===== config.mk =====
export PLATFORM = sky130hd
export DESIGN_NAME = gfx_mem_arb
export DESIGN_NICKNAME = d
export VERILOG_FILES = /design/src/rtl/gfx_mem_arb.sv
export SDC_FILE = /design/constraint.sdc
export NUM_CORES = 1
export LEC_CHECK = 0
export CORE_UTILIZATION = 48
export CTS_BUF_LIST = sky130_fd_sc_hd__clkbuf_2 sky130_fd_sc_hd__clkbuf_4 sky130_fd_sc_hd__clkbuf_8
export DETAILED_ROUTE_END_ITERATION = 8
export PLACE_DENSITY = 0.95
export RECOVER_POWER = 25
export SLEW_MARGIN = 40
export SYNTH_ARGS = -nofsm -noshare
export SYNTH_HDL_FRONTEND = slang
export SYNTH_SLANG_ARGS = --single-unit

===== constraint.sdc =====
create_clock -name clk -period 10.26 [get_ports clk]
set_clock_uncertainty 0.15 [all_clocks]
set_input_delay 1.539 -clock clk [delete_from_list [all_inputs] [get_ports clk]]
set_output_delay 1.539 -clock clk [all_outputs]
set_load 0.02 [all_outputs]

===== src/rtl/gfx_mem_arb.sv =====
// Three-way round-robin arbiter (descriptor, texture, store) feeding one registered
// memory request slot, with an in-order tag FIFO that routes read data back to its requester.
module gfx_mem_arb #(
    parameter int OUTST_DEPTH = 4
) (
    input  logic                         clk,
    input  logic                         rst,

    input  logic                         desc_req_valid,
    output logic                         desc_req_ready,
    input  logic [31:0]                  desc_req_addr,
    output logic                         desc_resp_valid,
    output logic [31:0]                  desc_resp_data,

    input  logic                         tex_req_valid,
    output logic                         tex_req_ready,
    input  logic [31:0]                  tex_req_addr,
    input  logic [4:0]                   tex_req_rd,
    output logic                         tex_resp_valid,
    output logic [31:0]                  tex_resp_data,
    output logic [4:0]                   tex_resp_rd,

    input  logic                         st_valid,
    output logic                         st_ready,
    input  logic [31:0]                  st_addr,
    input  logic [31:0]                  st_wdata,
    input  logic [3:0]                   st_wstrb,

    output logic                         mem_req_valid,
    input  logic                         mem_req_ready,
    output logic                         mem_req_we,
    output logic [31:0]                  mem_req_addr,
    output logic [31:0]                  mem_req_wdata,
    output logic [3:0]                   mem_req_wstrb,
    input  logic                         mem_resp_valid,
    input  logic [31:0]                  mem_resp_data,

    output logic [$clog2(OUTST_DEPTH):0] outst_count,
    output logic                         err_orphan_resp
);

    localparam int PTR_W = (OUTST_DEPTH > 1) ? $clog2(OUTST_DEPTH) : 1;
    localparam int CNT_W = $clog2(OUTST_DEPTH) + 1;

    typedef enum logic {
        SLOT_EMPTY,
        SLOT_HOLD
    } slot_state_t;

    slot_state_t        state;
    slot_state_t        state_next;

    logic [1:0]         rr_ptr;
    logic [2:0]         eligible;
    logic [1:0]         winner;
    logic               any_eligible;
    logic               slot_free;
    logic               grant;
    logic               tags_avail;

    logic [5:0]         tag_mem [OUTST_DEPTH];
    logic [PTR_W-1:0]   wr_ptr;
    logic [PTR_W-1:0]   rd_ptr;
    logic [CNT_W-1:0]   count;
    logic               push;
    logic               pop;
    logic               orphan;
    logic [5:0]         head_tag;

    // The full check looks at the count before any same-cycle pop.
    assign tags_avail = (count < CNT_W'(OUTST_DEPTH));
    assign eligible   = {st_valid,
                         tex_req_valid  && tags_avail,
                         desc_req_valid && tags_avail};
    assign slot_free  = (state == SLOT_EMPTY) || mem_req_ready;
    assign grant      = any_eligible && slot_free;

    // Round-robin search: first eligible index at or after rr_ptr, wrapping at 3.
    always_comb begin
        logic [2:0] idx;
        winner       = 2'd0;
        any_eligible = 1'b0;
        idx          = 3'd0;
        for (int i = 0; i < 3; i++) begin
            idx = {1'b0, rr_ptr} + 3'(i);
            if (idx >= 3'd3)
                idx = idx - 3'd3;
            if (!any_eligible && eligible[idx[1:0]]) begin
                winner       = idx[1:0];
                any_eligible = 1'b1;
            end
        end
    end

    always_comb begin
        desc_req_ready = grant && (winner == 2'd0);
        tex_req_ready  = grant && (winner == 2'd1);
        st_ready       = grant && (winner == 2'd2);
    end

    always_ff @(posedge clk or posedge rst) begin
        if (rst)
            state <= SLOT_EMPTY;
        else
            state <= state_next;
    end

    always_comb begin
        state_next = state;
        if (grant)
            state_next = SLOT_HOLD;
        else if ((state == SLOT_HOLD) && mem_req_ready)
            state_next = SLOT_EMPTY;
    end

    always_comb begin
        mem_req_valid = (state == SLOT_HOLD);
    end

    // Request fields only change on a grant, so they stay put while the slot is held.
    always_ff @(posedge clk or posedge rst) begin
        if (rst) begin
            mem_req_we    <= 1'b0;
            mem_req_addr  <= 32'd0;
            mem_req_wdata <= 32'd0;
            mem_req_wstrb <= 4'd0;
            rr_ptr        <= 2'd0;
        end else if (grant) begin
            rr_ptr <= (winner == 2'd2) ? 2'd0 : winner + 2'd1;
            case (winner)
                2'd0: begin
                    mem_req_we    <= 1'b0;
                    mem_req_addr  <= desc_req_addr;
                    mem_req_wdata <= 32'd0;
                    mem_req_wstrb <= 4'd0;
                end
                2'd1: begin
                    mem_req_we    <= 1'b0;
                    mem_req_addr  <= tex_req_addr;
                    mem_req_wdata <= 32'd0;
                    mem_req_wstrb <= 4'd0;
                end
                default: begin
                    mem_req_we    <= 1'b1;
                    mem_req_addr  <= st_addr;
                    mem_req_wdata <= st_wdata;
                    mem_req_wstrb <= st_wstrb;
                end
            endcase
        end
    end

    assign push     = grant && (winner != 2'd2);
    assign pop      = mem_resp_valid && (count != '0);
    assign orphan   = mem_resp_valid && (count == '0);
    assign head_tag = tag_mem[rd_ptr];

    // Tag layout: bit 5 is the source (1 = texture), bits 4:0 the destination register.
    always_ff @(posedge clk) begin
        if (push)
            tag_mem[wr_ptr] <= {winner == 2'd1, (winner == 2'd1) ? tex_req_rd : 5'd0};
    end

    always_ff @(posedge clk or posedge rst) begin
        if (rst) begin
            wr_ptr <= '0;
            rd_ptr <= '0;
            count  <= '0;
        end else begin
            if (push)
                wr_ptr <= wr_ptr + PTR_W'(1);
            if (pop)
                rd_ptr <= rd_ptr + PTR_W'(1);
            case ({push, pop})
                2'b10:   count <= count + CNT_W'(1);
                2'b01:   count <= count - CNT_W'(1);
                default: count <= count;
            endcase
        end
    end

    assign outst_count = count;

    always_ff @(posedge clk or posedge rst) begin
        if (rst) begin
            desc_resp_valid <= 1'b0;
            desc_resp_data  <= 32'd0;
            tex_resp_valid  <= 1'b0;
            tex_resp_data   <= 32'd0;
            tex_resp_rd     <= 5'd0;
            err_orphan_resp <= 1'b0;
        end else begin
            desc_resp_valid <= pop && !head_tag[5];
            tex_resp_valid  <= pop &&  head_tag[5];
            if (pop && !head_tag[5])
                desc_resp_data <= mem_resp_data;
            if (pop && head_tag[5]) begin
                tex_resp_data <= mem_resp_data;
                tex_resp_rd   <= head_tag[4:0];
            end
            if (orphan)
                err_orphan_resp <= 1'b1;
        end
    end

endmodule


== Word-level counts from Yosys, hierarchy flattened ==
Memories as Yosys holds them, arrays and structs flattened.
Cells that the tools add are included.
Storage, ports and cells
  register bits after elaboration: 151
  latch bits: 0
  bits in writable memories: 24
  bits in read-only memories: 0
  logic and storage cells: 89
  memories kept: 1
Cells by class
  $add $sub $neg: 10
  multipliers: 0
  divide/modulo/power cells: 0
  magnitude comparators: 7
  equal/unequal tests: 5
  shifts and indexed selects: 0
  muxes and demuxes: 26
  bitwise operators: 1
  reductions and logical operators: 24
Memories
  tag_mem: depth 4, bits a word 6, read ports 1, clocked after Yosys merged registers in 0, wr ports 1, line 61  | logic [5:0] tag_mem [OUTST_DEPTH];
Operators by type and width (count)
  32-bit case mux with 2 select lines: 1
  32-bit two-way mux: 1
  1-bit logical AND: 14
  2-bit two-way mux: 7
  1-bit two-way mux: 11
  2-bit by 3-bit < comparator with 1-bit output (second input constant): 3
  2-bit by 1-bit adder with 2-bit output (second input constant): 3
  1-bit binary-select mux with 2-bit select: 3
  3-bit by 2-bit greater-or-equal comparator with 1-bit output (second input constant): 2
  3-bit case mux with 2 select lines: 1
  2-bit subtractor (second input constant): 3
  5-bit two-way mux: 1
  2-bit by 1-bit equality test with 1-bit output (second input constant): 2
  2-bit equality test (second input constant): 2
  4-bit two-way mux: 1
  2-bit nonzero test: 2
  2-bit by 1-bit adder with 3-bit output (second input constant): 1
  2-bit by 2-bit adder with 3-bit output (second input constant): 1
  3-bit by 1-bit adder with 3-bit output (second input constant): 1
  1-bit zero test: 3
  3-bit zero test: 1
  3-bit < comparator (second input constant): 1
  3-bit nonzero test: 1
  3-bit by 1-bit subtractor with 3-bit output (second input constant): 1
  other kinds (6): 6

== Depth between registers and ports, before layout ==
  word-level depth: 15
  depth in mapped cells: 14
  gate-level depth less buffers: 13

== Worst setup path after synthesis ==
OpenSTA, ideal clock, no wires.
  kind: input to output
  start: in tex_req_valid
  end: out desc_req_ready
  data arrival time: 2722 ps
  required time: 8571 ps
  path slack: 5849 ps
  stages: 6
  buffers on the path: 2
  path through: mux2i_1 > o22ai_4 > o31ai_4 > buf_4 > buf_2 > nor2_1
On the way
  cells in the longest elaborated chain, start to end: 12
  elaborated cells on any way between the ends: 20
  those cells by class: 12 x mux; 8 x reduce/logical
RTL lines
  from (decl): line 15  | input logic tex_req_valid,
  1-bit logical AND (*): line 73  | tex_req_valid && tags_avail,
  1-bit binary-select mux with 2-bit select: line 88  | if (!any_eligible && eligible[idx[1:0]]) begin
  1-bit two-way mux (not written as such): line 88
  1-bit two-way mux: line 88
  1-bit zero test: line 88
  1-bit logical AND: line 88
  1-bit two-way mux: line 88
  1-bit zero test: line 88
  1-bit logical AND: line 88
  2-bit two-way mux / 1-bit two-way mux (equally long branches): line 88
  2-bit zero test / 1-bit logical AND (equally long branches): line 96, 76
  1-bit logical AND (*): line 96  | desc_req_ready = grant && (winner == 2'd0);
  to (decl): line 10  | output logic desc_req_ready,
Mark *: on every way between the ends. The rest lies on a longest branch, timed or not. The select of a mux whose other input is x is not followed.

==> results.toml <==
[outcome]
status = "complete, but fails checks"
violations = "max-capacitance violations, max-slew violations"

[routing]
wl_um = 23100
viasPerCell = 5.52
ant_nets = 0
vias = 6562
first_pass_iters = 5
routedWlPerCell_um = 19.4
drtIter0Drc = 368
route.detailed.drc = 0

[yosys]
ys_types = 43
synthTopCellsByArea = "dfrtp_1 49%, mux2_2 10%, edfxtp_1 9.4%, nand2_1 3.9%, a31oi_1 2.6%"
synth_top_family_by_area = "simple AND/OR/NAND/NOR gates"
yosys.area_share.simple_pct = 13.3
syn_nets = 845
synth-xor-area-share_pct = 0.685
synth.area.mux_share_pct = 12.4
yosys.area.top_type = "dfrtp_1"
ys_seq_area_share_pct = 58.6
synth-async-reset-ratio_pct = 86.3
yosysMostFrequentCell = "dfrtp_1"
ys_top_cells_by_count = "151 x dfrtp_1, 79 x nand2_1, 70 x mux2_2, 40 x nand3_1, 40 x nor2_1"
synth_fa_ha_area_share_pct = 1.73
synth_top_cell_area_share_pct = 49.2
synth_compound_area_share_pct = 8.74
syn-cell-area_um2 = 7670
syn_inst = 659
ys_warn_count = 0
synth_edf_count = 24
avgSynthCellArea_um2 = 11.6
synth-seq-cells = 175
synth_ff_type = "dfrtp_1"

[clocking]
root_buffer = "clkbuf_8"
clk_latency_ns = 0.46
clk_path_buf_depth = 2
cts_sinks = 175
postCtsSetupRepairBufs = 0
cts_inserted_buffers = 17
holdBufCountCts = 0
path_clk_slew_ns = 0.10
h-tree-depth = 4
tritoncts = "yes"
cts_resized = 0

[worst_setup_path]
crit_path_start_kind = "primary input"
worstSetupEndpointType = "async pin"
worstSetupPathType = "primary input to async pin"
crit_fanout = 94
required_ns = 9.98
cp.arrival_ns = 6.82

[sta]
setup_viol = 0
setup_tns_ns = 0
fin_crit_sh_pct = 69.2
final_max_slew_viol_count = 193
period_needed_ns = 7.09
rsz0062_at_grt = "no"
tightestPinTransition_ns = 4.09
slew-limit-headroom_pct = -174
hold_violations = 0
fmaxAchievable_mhz = 141
fin_ws_ns = 3.17

[pwr]
vdd_drop_max_mv = 0.187
p_leak_nw = 4.73
finalPower_mw = 3.89
pwr_density_cell_nw_per_um2 = 342

[grt]
grt_max_degree = 95
grt_pass1_wl_um = 35200
grt_overflow = 0
antenna_found_initial = 2
grt_pass1_vias = 6550
grt_usage_pct = 28.4

[die]
num_rows = 45
boundaryPins = 324
fp.dieH_um = 128
chipWidth_um = 128
core_um2 = 15400
dieArea_um2 = 16500
initial_core_util_pct = 49.7

[final_layout]
fin_nets = 1149
drive_above_1_share_pct = 13.1
fin_cells = 1189
synthToLayoutAreaGrowth_pct = 48.3
fill_cells = 1032
fin_util_pct = 73.8

[placement]
dp_hpwl_um = 16900
gp_congestion = 0.919
pre_cts_slack_ns = 4.13
numPortBuffers = 323
dp.cells = 1154

[hold_path]
hold_path.class = "flop to flop"

[run]
drv_cap = 3
## path summary, 6_finish.rpt
path                                              from                       endpoint  slack (ns)  cells past startpoint
min                        err_orphan_resp$_DFFE_PP0P_    err_orphan_resp$_DFFE_PP0P_        0.32                      1
min in group asynchronous                          rst   tex_resp_data[7]$_DFFE_PP0P_        2.58                      2
min reg2reg                err_orphan_resp$_DFFE_PP0P_    err_orphan_resp$_DFFE_PP0P_        0.32                      1
max reg2reg                      rd_ptr[0]$_DFFE_PP0P_  tex_resp_data[21]$_DFFE_PP0P_        6.66                      4
max                                                rst   mem_req_addr[25]$_DFFE_PP0P_        3.17                      3
max in group clk                         tex_req_valid                 desc_req_ready        4.07                      7
## cell type report
class / count / area (µm²) / area share (%)
clock inverters: 15 / 175 / 1.54
clock buffers: 17 / 234 / 2.06
flip-flops and latches: 175 / 4500 / 39.5
diodes: 2 / 5.00 / 0.0440
multi-input cells: 421 / 2820 / 24.7
well taps: 211 / 264 / 2.32
repair buffers: 333 / 3330 / 29.2
inverters: 15 / 57.6 / 0.506
## worst max-delay path, stage by stage
cell	delay, ns
dlygate4sd3_1	0.55
clkinvlp_2	2.26
clkbuf_1	2.40
## cell usage in the layout (no fill, tap or decap), types with 3 or more instances in the layout
master / n
a21oi_1: 32
a31oi_1: 32
and3_1: 4
buf_4: 6
clkbuf_8: 17
clkdlybuf4s50_1: 321
dfrtp_1: 151
edfxtp_1: 24
ha_1: 9
inv_1: 14
inv_6: 5
mux2_2: 70
mux2i_1: 3
mux4_2: 6
nand2_1: 78
nand3_1: 40
nand4_1: 32
nor2_1: 41
nor2b_1: 7
o21ai_0: 29
o21ai_1: 6
or2_2: 3
xnor2_1: 5
## flip-flops by register name, indices dropped and copies added, names as in the netlist, 3 cells and up
signal,count
desc_resp_data,32
mem_req_addr,32
mem_req_wdata,32
mem_req_wstrb,4
outst_count,3
tag_mem,24
tex_resp_data,32
tex_resp_rd,5
## stage by stage
| stage | hold slack [ns] | area (µm²) |
|---|---|---|
| 2_1_floorplan | 0.349 | 7670 |
| 6_report | 0.318 | 11400 |
| 5_1_grt | 0.341 | 11400 |
| 3_3_place_gp | 0.296 | 10900 |
| 4_1_cts | 0.322 | 11400 |
| 3_5_place_dp | 0.301 | 11000 |
## where the power goes
group	internal, mW	switching (mW)
logic	0.980	1.22
clock network	0.225	0.270
registers	1.02	0.176
total	2.23	1.66
## metal layers
| metal | track usage [%] | vias up | share of wire [%] |
|---|---|---|---|
| li1 | - | 2958 | - |
| met1 | 32.2 | 3171 | 36 |
| met2 | 49.7 | 378 | 51 |
| met3 | 8.02 | 55 | 8.6 |
| met4 | 13.6 | 0 | 3.6 |
| met5 | 0 | - | 0 |
## cells by family after synthesis
| kind of cell | Yosys count |
|---|---|
| buffers and inverters | 63 |
| XOR/XNOR | 6 |
| adder cells (fa/ha/maj) | 10 |
| multiplexers | 79 |
| AND/OR/NAND/NOR | 216 |
| flip-flops | 175 |
| AO/OA/AOI/OAI | 110 |
Power figures use the tool's default switching activity.
